<file path="src/rtl/mdu_sequencer_if.sv">
// EX-stage <-> multiply/divide sequencer bus: request, MFHI/MFLO read port and status.
// The EX side is the master and the sequencer is the slave.
interface mdu_sequencer_if #(
  parameter int WIDTH = 32
);
  logic             start;
  logic             op;
  logic [WIDTH-1:0] opa;
  logic [WIDTH-1:0] opb;
  logic             mf_req;
  logic             mf_sel;
  logic             flush;
  logic [WIDTH-1:0] mf_data;
  logic [WIDTH-1:0] hi;
  logic [WIDTH-1:0] lo;
  logic             busy;
  logic             done;
  logic             stall;

  modport master (
    output start, op, opa, opb, mf_req, mf_sel, flush,
    input  mf_data, hi, lo, busy, done, stall
  );

  modport slave (
    input  start, op, opa, opb, mf_req, mf_sel, flush,
    output mf_data, hi, lo, busy, done, stall
  );
endinterface

</file>
<file path="src/rtl/mdu_sequencer.sv">
// Iterative MULTU/DIVU sequencer that owns HI/LO and holds the pipeline while an op is in flight.
// Multiply is shift-add and divide is restoring; both retire one bit per cycle.
module mdu_sequencer #(
  parameter int WIDTH    = 32,
  parameter int CNT_BITS = 6
) (
  input  logic           clk,
  input  logic           rst_n,
  mdu_sequencer_if.slave bus
);

  typedef enum logic [1:0] {
    S_IDLE = 2'd0,
    S_RUN  = 2'd1,
    S_FIN  = 2'd2
  } state_t;

  state_t              state_q, state_d;
  logic                op_q, op_d;
  logic [CNT_BITS-1:0] cnt_q, cnt_d;
  logic [WIDTH-1:0]    oper_q, oper_d;
  logic [WIDTH-1:0]    acc_q, acc_d;
  logic [WIDTH-1:0]    low_q, low_d;
  logic [WIDTH-1:0]    hi_q, hi_d;
  logic [WIDTH-1:0]    lo_q, lo_d;
  logic                done_s;

  logic [WIDTH:0]      mul_sum_s;
  logic [WIDTH:0]      div_sh_s;
  logic [WIDTH:0]      div_diff_s;
  logic                div_ge_s;
  logic [WIDTH-1:0]    step_acc_s;
  logic [WIDTH-1:0]    step_low_s;

  // One multiply or divide iteration on the shared {acc, low} pair.
  // acc/low are product-high/low for MULTU and remainder/quotient for DIVU.
  always_comb begin
    mul_sum_s  = {1'b0, acc_q};
    div_sh_s   = {acc_q, low_q[WIDTH-1]};
    div_diff_s = div_sh_s - {1'b0, oper_q};
    div_ge_s   = (div_sh_s >= {1'b0, oper_q});
    step_acc_s = acc_q;
    step_low_s = low_q;
    if (op_q == 1'b0) begin
      if (low_q[0]) begin
        mul_sum_s = {1'b0, acc_q} + {1'b0, oper_q};
      end else begin
        mul_sum_s = {1'b0, acc_q};
      end
      step_acc_s = mul_sum_s[WIDTH:1];
      step_low_s = {mul_sum_s[0], low_q[WIDTH-1:1]};
    end else begin
      if (div_ge_s) begin
        step_acc_s = div_diff_s[WIDTH-1:0];
        step_low_s = {low_q[WIDTH-2:0], 1'b1};
      end else begin
        step_acc_s = div_sh_s[WIDTH-1:0];
        step_low_s = {low_q[WIDTH-2:0], 1'b0};
      end
    end
  end

  // Next-state logic: accept, iterate, retire into HI/LO; flush wins over everything.
  always_comb begin
    state_d = state_q;
    op_d    = op_q;
    cnt_d   = cnt_q;
    oper_d  = oper_q;
    acc_d   = acc_q;
    low_d   = low_q;
    hi_d    = hi_q;
    lo_d    = lo_q;
    done_s  = 1'b0;
    case (state_q)
      S_IDLE: begin
        if (bus.start && !bus.flush) begin
          op_d   = bus.op;
          oper_d = bus.op ? bus.opb : bus.opa;
          if (bus.op && (bus.opb == {WIDTH{1'b0}})) begin
            // Divide by zero skips iteration: remainder = dividend, quotient = all ones.
            acc_d   = bus.opa;
            low_d   = {WIDTH{1'b1}};
            state_d = S_FIN;
          end else begin
            cnt_d   = CNT_BITS'(WIDTH);
            acc_d   = {WIDTH{1'b0}};
            low_d   = bus.op ? bus.opa : bus.opb;
            state_d = S_RUN;
          end
        end else begin
          state_d = S_IDLE;
        end
      end
      S_RUN: begin
        if (bus.flush) begin
          state_d = S_IDLE;
        end else begin
          cnt_d = cnt_q - CNT_BITS'(1);
          acc_d = step_acc_s;
          low_d = step_low_s;
          if (cnt_q == CNT_BITS'(1)) begin
            state_d = S_FIN;
          end else begin
            state_d = S_RUN;
          end
        end
      end
      S_FIN: begin
        if (bus.flush) begin
          state_d = S_IDLE;
        end else begin
          hi_d    = acc_q;
          lo_d    = low_q;
          done_s  = 1'b1;
          state_d = S_IDLE;
        end
      end
      default: begin
        state_d = S_IDLE;
      end
    endcase
  end

  // State, datapath and HI/LO registers.
  always_ff @(posedge clk or negedge rst_n) begin
    if (!rst_n) begin
      state_q <= S_IDLE;
      op_q    <= 1'b0;
      cnt_q   <= {CNT_BITS{1'b0}};
      oper_q  <= {WIDTH{1'b0}};
      acc_q   <= {WIDTH{1'b0}};
      low_q   <= {WIDTH{1'b0}};
      hi_q    <= {WIDTH{1'b0}};
      lo_q    <= {WIDTH{1'b0}};
    end else begin
      state_q <= state_d;
      op_q    <= op_d;
      cnt_q   <= cnt_d;
      oper_q  <= oper_d;
      acc_q   <= acc_d;
      low_q   <= low_d;
      hi_q    <= hi_d;
      lo_q    <= lo_d;
    end
  end

  assign bus.hi      = hi_q;
  assign bus.lo      = lo_q;
  assign bus.mf_data = bus.mf_sel ? hi_q : lo_q;
  assign bus.busy    = (state_q == S_RUN);
  assign bus.done    = done_s;
  assign bus.stall   = (bus.start || bus.mf_req) && (state_q != S_IDLE);

endmodule

</file>
<file path="src/flat_wrapper.sv">
// flat-port wrapper written by rule: the top's interface ports become plain ports
module mdu_sequencer_flat 
#(
  parameter int WIDTH    = 32,
  parameter int CNT_BITS = 6
)
  (clk, rst_n, bus_start, bus_op, bus_opa, bus_opb, bus_mf_req, bus_mf_sel, bus_flush, bus_mf_data, bus_hi, bus_lo, bus_busy, bus_done, bus_stall);
  mdu_sequencer_if #(.WIDTH(WIDTH)) bus_i ();
  input  logic clk;
  input  logic rst_n;
  input wire logic [$bits(bus_i.start)-1:0] bus_start;
  input wire logic [$bits(bus_i.op)-1:0] bus_op;
  input wire logic [$bits(bus_i.opa)-1:0] bus_opa;
  input wire logic [$bits(bus_i.opb)-1:0] bus_opb;
  input wire logic [$bits(bus_i.mf_req)-1:0] bus_mf_req;
  input wire logic [$bits(bus_i.mf_sel)-1:0] bus_mf_sel;
  input wire logic [$bits(bus_i.flush)-1:0] bus_flush;
  output wire logic [$bits(bus_i.mf_data)-1:0] bus_mf_data;
  output wire logic [$bits(bus_i.hi)-1:0] bus_hi;
  output wire logic [$bits(bus_i.lo)-1:0] bus_lo;
  output wire logic [$bits(bus_i.busy)-1:0] bus_busy;
  output wire logic [$bits(bus_i.done)-1:0] bus_done;
  output wire logic [$bits(bus_i.stall)-1:0] bus_stall;
  assign bus_i.start = bus_start;
  assign bus_i.op = bus_op;
  assign bus_i.opa = bus_opa;
  assign bus_i.opb = bus_opb;
  assign bus_i.mf_req = bus_mf_req;
  assign bus_i.mf_sel = bus_mf_sel;
  assign bus_i.flush = bus_flush;
  assign bus_mf_data = bus_i.mf_data;
  assign bus_hi = bus_i.hi;
  assign bus_lo = bus_i.lo;
  assign bus_busy = bus_i.busy;
  assign bus_done = bus_i.done;
  assign bus_stall = bus_i.stall;
  mdu_sequencer #(.WIDTH(WIDTH), .CNT_BITS(CNT_BITS)) u_core (.clk(clk), .rst_n(rst_n), .bus(bus_i));
endmodule
</file>
<file path="config.mk">
export PLATFORM = sky130hd
export DESIGN_NAME = mdu_sequencer_flat
export DESIGN_NICKNAME = d
export VERILOG_FILES = /design/src/rtl/mdu_sequencer_if.sv /design/src/rtl/mdu_sequencer.sv /design/src/flat_wrapper.sv
export SDC_FILE = /design/constraint.sdc
export NUM_CORES = 1
export LEC_CHECK = 0
export ABC_CLOCK_PERIOD_IN_PS = 3500
export CAP_MARGIN = 30
export CORE_MARGIN = 2
export CORE_UTILIZATION = 35
export DETAILED_ROUTE_END_ITERATION = 16
export GPL_ROUTABILITY_DRIVEN = 0
export SLEW_MARGIN = 5
export SYNTH_ARGS = -nofsm -noshare
export SYNTH_HDL_FRONTEND = slang
export SYNTH_SLANG_ARGS = --single-unit
</file>
<file path="constraint.sdc">
create_clock -name clk -period 3.5 [get_ports clk]
set_input_delay 0.7 -clock clk [delete_from_list [all_inputs] [get_ports clk]]
set_output_delay 0.7 -clock clk [all_outputs]
set_load 0.05 [all_outputs]
</file>
## Yosys cells after proc, flatten, opt, wreduce, memory -nomap -nowiden

Cells that the tools add are included.

| operators by class | value |
|---|---|
| magnitude comparators | 1 |
| reductions and logical operators | 13 |
| bitwise logic cells | 1 |
| mux-type cells | 27 |
| equal/unequal tests | 6 |
| add/sub/neg operators | 3 |

Operators with widths:

| cell | number |
|---|---|
| $mux W32 | 12 |
| $pmux W32 S2 | 2 |
| $add A32 B32 Y33 | 1 |
| $ge A33 B32 Y1 | 1 |
| $mux W33 | 1 |
| $logic_not A32 Y1 | 1 |
| $sub A32 B32 Y32 | 1 |
| $mux W6 | 3 |
| $pmux W6 S2 | 1 |
| $mux W2 | 4 |
| $eq A6 B1 Y1 const B | 1 |
| $sub A6 B1 Y6 const B | 1 |
| $ne A2 B2 Y1 const B | 2 |
| $pmux W2 S2 | 1 |
| $reduce_and A2 Y1 | 2 |
| $reduce_and A4 Y1 | 1 |
| $reduce_bool A2 Y1 | 2 |
| $logic_and A1 B1 Y1 | 3 |
| $mux W1 | 3 |
| $reduce_and A3 Y1 | 1 |
| $eq A2 B1 Y1 const B | 1 |
| $eq A2 B2 Y1 const B | 1 |
| $logic_not A2 Y1 | 1 |
| $ne A2 B1 Y1 const B | 1 |
| other kinds (3) | 3 |

| storage, ports and cells | value |
|---|---|
| output and inout bits | 99 |
| logic and storage cells | 59 |
| input bits | 71 |
| register bits | 169 |

## Longest topological paths before layout

| depth | value |
|---|---|
| word-level depth | 5 |
| mapped depth | 14 |
| depth with buffers taken out | 12 |

## Least setup slack after synthesis

No wires, ideal clock.

| path | value |
|---|---|
| path kind | reg2reg |
| from | register u_core.acc_q[0] |
| to | register u_core.acc_q[31] |
| arrival | 2914 ps |
| setup time | 130 ps |
| data required time | 3370 ps |
| stages on the path, launching flop included | 12 |
| path slack | 456 ps |
| cells stage by stage | dfrtp_1 ha_1 fa_1 a211oi_1 nor2_1 o2111ai_1 o211ai_2 and4_1 o31a_1 o211a_1 o31ai_1 a21oi_1 |

| on the way | value |
|---|---|
| cells in the longest elaborated chain, start to end | 5 |

Ends and longest elaborated chain:

| item | RTL line | text |
|---|---|---|
| start, declared | mdu_sequencer.sv:22 | `logic [WIDTH-1:0] acc_q, acc_d;` |
| start signal, assigned | mdu_sequencer.sv:131 | `acc_q <= {WIDTH{1'b0}};` |
| $add A32 B32 Y33 (tied with other cells) | mdu_sequencer.sv:46 | `mul_sum_s = {1'b0, acc_q} + {1'b0, oper_q};` |
| $mux W33 / $mux W32 (equally long branches) | mdu_sequencer.sv:45, mdu_sequencer.sv:53 |  |
| $mux W32 (*) | mdu_sequencer.sv:44 | `if (op_q == 1'b0) begin` |
| $mux W32 (*) | mdu_sequencer.sv:95 | `if (bus.flush) begin` |
| $pmux W32 S2 (*) | mdu_sequencer.sv:74 | `case (state_q)` |

Mark *: on every way between the ends. The rest lies on a longest branch, timed or not. The select of a mux whose other input is x is not followed.
A chain may end at the register's enable or synchronous reset.

## Worst setup path in the final report

| path | value |
|---|---|
| from | register u_core.acc_q[7] |
| to | register u_core.acc_q[28] |

The elaborated chain is that of the path after synthesis.

==> Implementation_results.wiki <==
{| class="wikitable"
! Metric !! Value
|-
| Most common flop cell mapped by yosys || dfrtp_1
|-
| Global router's overall resource usage || 24.0%
|-
| Cell at the root of the clock tree || clkbuf_16
|-
| Global route total overflow || 0
|-
| Gate count after technology mapping || between 1,500 and 2,000
|-
| Via count of the first global-routing pass || 12,045
|-
| Switching component of the power || around 0.0063 W
|-
| Floorplan Core Area || ~36,000 sq um
|-
| Effective utilization at floorplan || 35.2%
|-
| Number of rows in the core area || 70
|-
| Most frequent cells in the layout || nor2_1 (194), a21oi_1 (171), dfrtp_1 (168), nand2_1 (133), clkdlybuf4s50_1 (133)
|-
| Mean instance size in the synthesized netlist || between 8 and 9 sq um
|-
| Number of design-rule violations left by the first detailed-router iteration || about 1,000
|-
| Clock network fraction of design power || about 16%
|-
| Clock input transition at the sequential cells of the worst setup and hold paths || 0.07 ns
|-
| Number of setup violations in the final report || 0
|-
| Clock latency reported for the late side of the worst-skew pair || between 0.4 and 0.5 ns
|-
| Final Net Count || 1,821
|-
| Total standard cell area after synthesis || about 13,000 sq um
|-
| Max-Slew Margin vs Limit || between 30 and 40%
|-
| CP Max Fanout || 6
|-
| Worst R2R End || u_core.acc_q[28]$_DFFE_PN0P_
|-
| Static leakage || approximately 7.2 nW
|-
| Number of maximum-capacitance constraint violations || 0
|-
| Worst vdd rail ir drop || 0.387 mV
|-
| Number of nets produced by synthesis || 1,652
|-
| Max stage delay cell, worst path || dfrtp_1
|-
| Number of vias after detailed routing || approximately 12,000
|-
| H-tree depth || 4
|-
| Gate power share || about three fifths
|-
| Tightest Pin Transition || about 1 ns
|-
| Number of filler instances in the final layout || ~3,500
|-
| Per-cell routed wire length || 21.2 um
|-
| Number of library cell types mapped by synthesis || 74
|-
| Number of diodes || 0
|-
| Placed wire-length estimate after detailed placement || about 35,000 um
|-
| Peak per-stage delay on the critical path || roughly 0.52 ns
|-
| Global-route wire length before repair || about 70,000 um
|-
| Share of post-route cells with drive strength above 1 || between 10% and 20%
|-
| Final Hold Slack || about 0.21 ns
|-
| CP required || approximately 3.8 ns
|-
| List of cells traversed by the critical path || ha_1, o211ai_1, nor3_1, a21oi_2, nor3_1, o21ai_0, buf_4, o21ai_0, xor2_1, a21oi_1, o41ai_1
|-
| Part of the power in registers || 23.7%
|-
| Buffer count from post-CTS setup fixing || 0
|-
| Post-detailed-route count of antenna-violating nets || 0
|-
| Initial antenna violation count || 0
|-
| Switching fraction of total power || roughly 48%
|-
| Number of buffers created by CTS || 17
|-
| Total area of sequential cells || 4230 sq um
|-
| Total negative setup slack || 0 ns
|-
| Largest cells by area after synthesis || dfrtp_1 (33%), mux2_2 (8.5%), a21oi_1 (6.7%)
|-
| Clock Tree Buf Depth || 2
|-
| Pin count of the biggest net entering global routing || slightly below 70
|-
| Startpoint-to-endpoint class of the critical path || reg2reg
|-
| Post-synthesis sequential area ratio || between 30 and 40%
|-
| Arrival time reported for the critical path endpoint || between 3 and 4 ns
|-
| Result of the run || finished, final reports clean
|-
| Area of the die || 38,100 sq um
|-
| Final worst-path cycle share || a little over nine tenths
|-
| Fmax || 0.292 GHz
|-
| Ys async rst share || 100%
|-
| Number of synthesized flops with an enable pin || 0
|-
| Number of storage elements in the synthesis netlist || roughly 170
|-
| Internal Pwr Total || 0.00693 W
|-
| Vias per Instance || ~5.8
|-
| Clock tree from TritonCTS || done
|-
| Multi-input combinational cell area || 8050 sq um
|-
| Cells on worst reg2reg path || 11
|-
| Share of Yosys cell area claimed by the top area cell type || about a third
|-
| Areal power density over the cells || between 800 and 900 nW/um^2
|-
| Start of the worst register-to-register path || u_core.acc_q[7]$_DFFE_PN0P_
|-
| TritonCTS sink count || 169
|-
| Inst Count DP || 2,131
|-
| Detailed-routing iteration count for the pre-antenna-repair pass || 5
|-
| Final hold violation count || 0
|-
| Width of the chip || 195 um
|-
| Final Critical Period || approximately 3.4 ns
|-
| Kind of end point of the critical path || flip-flop
|-
| Count of port buffers added during placement || between 150 and 200
|-
| Worst setup slack for register-to-register paths || between 0.07 and 0.08 ns
|-
| Layout-stage area growth over the synthesis result || 27.5%
|-
| Residual DRC || 0
|-
| Startpoint types || flip-flop
|-
| Die span in y || 195 um
|-
| Number of placed I/O pins || 170
|-
| Leading cell type in the layout, fill and taps excluded || nor2_1
|-
| Pins Over Slew Limit || 0
|-
| Hold Crit Class || in2async
|-
| WL final || 45,800 um
|-
| Total number of yosys warnings || 0
|-
| Post-route insts no fill || 2,162
|-
| Setup clock skew after layout || 0.00799 ns
|-
| Dominant cell type by area after synthesis || dfrtp_1
|}
## area by class of cell
class / instances / share of cell area (%)
Timing Repair Buffer: 239 / 16.1
Sequential cell: 169 / 25.9
Clock inverter: 11 / 0.973
Clock buffer: 20 / 2.86
Tap cell: 468 / 3.59
Multi-Input combinational cell: 1201 / 49.3
Inverter: 54 / 1.24
## power groups by stage
stage               logic (W)  registers [W]  clock network [W]
finish                0.00804        0.00314            0.00206
global route          0.00871        0.00322            0.00216
CTS                   0.00789        0.00313            0.00209
detailed placement    0.00783        0.00316                  0
global placement      0.00777        0.00314                  0
floorplan             0.00509        0.00328                  0
## worst max path at each step
stage / slack, ns / startpoint / depth (start not counted) / end
6_report: 0.07 / u_core.acc_q[7]$_DFFE_PN0P_ / 11 / u_core.acc_q[28]$_DFFE_PN0P_
5_1_grt: -0.03 / u_core.acc_q[6]$_DFFE_PN0P_ / 11 / u_core.acc_q[28]$_DFFE_PN0P_
2_1_floorplan: 0.46 / u_core.acc_q[0]$_DFFE_PN0P_ / 11 / u_core.acc_q[31]$_DFFE_PN0P_
4_1_cts: 0.04 / u_core.oper_q[0]$_DFFE_PN0P_ / 12 / u_core.acc_q[29]$_DFFE_PN0P_
3_3_place_gp: -0.11 / bus_opb[25] / 10 / u_core.low_q[31]$_DFFE_PN0P_
3_5_place_dp: -0.13 / bus_opb[25] / 8 / u_core.acc_q[28]$_DFFE_PN0P_
## per-layer routing
layer,vias to the layer above,global-route usage [%],wire length [um]
met5,-,0,0
met4,0,7.18,1060
met3,73,3.51,3300
met2,517,36.4,20100
met1,6018,35.1,21300
li1,5857,-,-
## critical path, delay by kind of cell, from the launching register on
| kind | cells | cell delay, ns |
|---|---|---|
| compound gates | 6 | 1.15 |
| xor+xnor | 1 | 0.21 |
| fa+ha+maj | 1 | 0.44 |
| buf+inv | 1 | 0.17 |
| flops | 1 | 0.52 |
| simple gates | 2 | 0.80 |
## Yosys cell counts, drive strengths merged, types with 11 or more instances
| cell type | n |
|---|---|
| inv | 53 |
| nor3 | 25 |
| ha | 66 |
| xor2 | 14 |
| mux2i | 68 |
| a221o | 11 |
| buf | 22 |
| nand4 | 15 |
| a21o | 25 |
| nand2 | 135 |
| nor2 | 197 |
| a211oi | 34 |
| dfrtp | 169 |
| xnor2 | 32 |
| a31oi | 15 |
| nor4 | 13 |
| nor2b | 15 |
| a2111oi | 12 |
| o21a | 12 |
| mux2 | 98 |
| clkbuf | 67 |
| a21oi | 172 |
| o21ai | 98 |
| nand3 | 14 |
## state kept, by name, indices dropped and copies added, names as in the netlist
register        count
u_core.state_q      2
u_core.op_q         1
u_core.bus.lo      32
u_core.bus.hi      32
u_core.cnt_q        6
u_core.acc_q       32
u_core.oper_q      32
u_core.low_q       32
## logic make-up (layout without fill, tap and decap cells)
| family | after synthesis | count (layout) | share of synthesized area (%) |
|---|---|---|---|
| xor+xnor | 46 | 46 | 3.15 |
| buf+inv | 143 | 324 | 4.35 |
| fa+ha+maj | 68 | 68 | 6.76 |
| compound gates | 461 | 461 | 22.6 |
| simple gates | 460 | 460 | 16.1 |
| flops | 169 | 169 | 33.0 |
| mux | 166 | 166 | 13.9 |
## through the flow
step           power [W]  setup slack (ns)  utilization (%)  area [sq um]
5_1_grt           0.0141           -0.0312             44.9         16300
6_report          0.0132            0.0720             44.9         16300
4_1_cts           0.0131            0.0414             44.9         16300
3_3_place_gp      0.0109            -0.113             43.2         15700
3_5_place_dp      0.0110            -0.130             43.2         15700
2_1_floorplan    0.00837             0.456                -         12800
## what timing repair did
item | in CTS | in global routing
setup endpoints to repair | 0 | 10
hold buffers | 0 | 0
gates resized for setup | 0 | 7
Note: power is estimated with default switching activity, not from simulation.
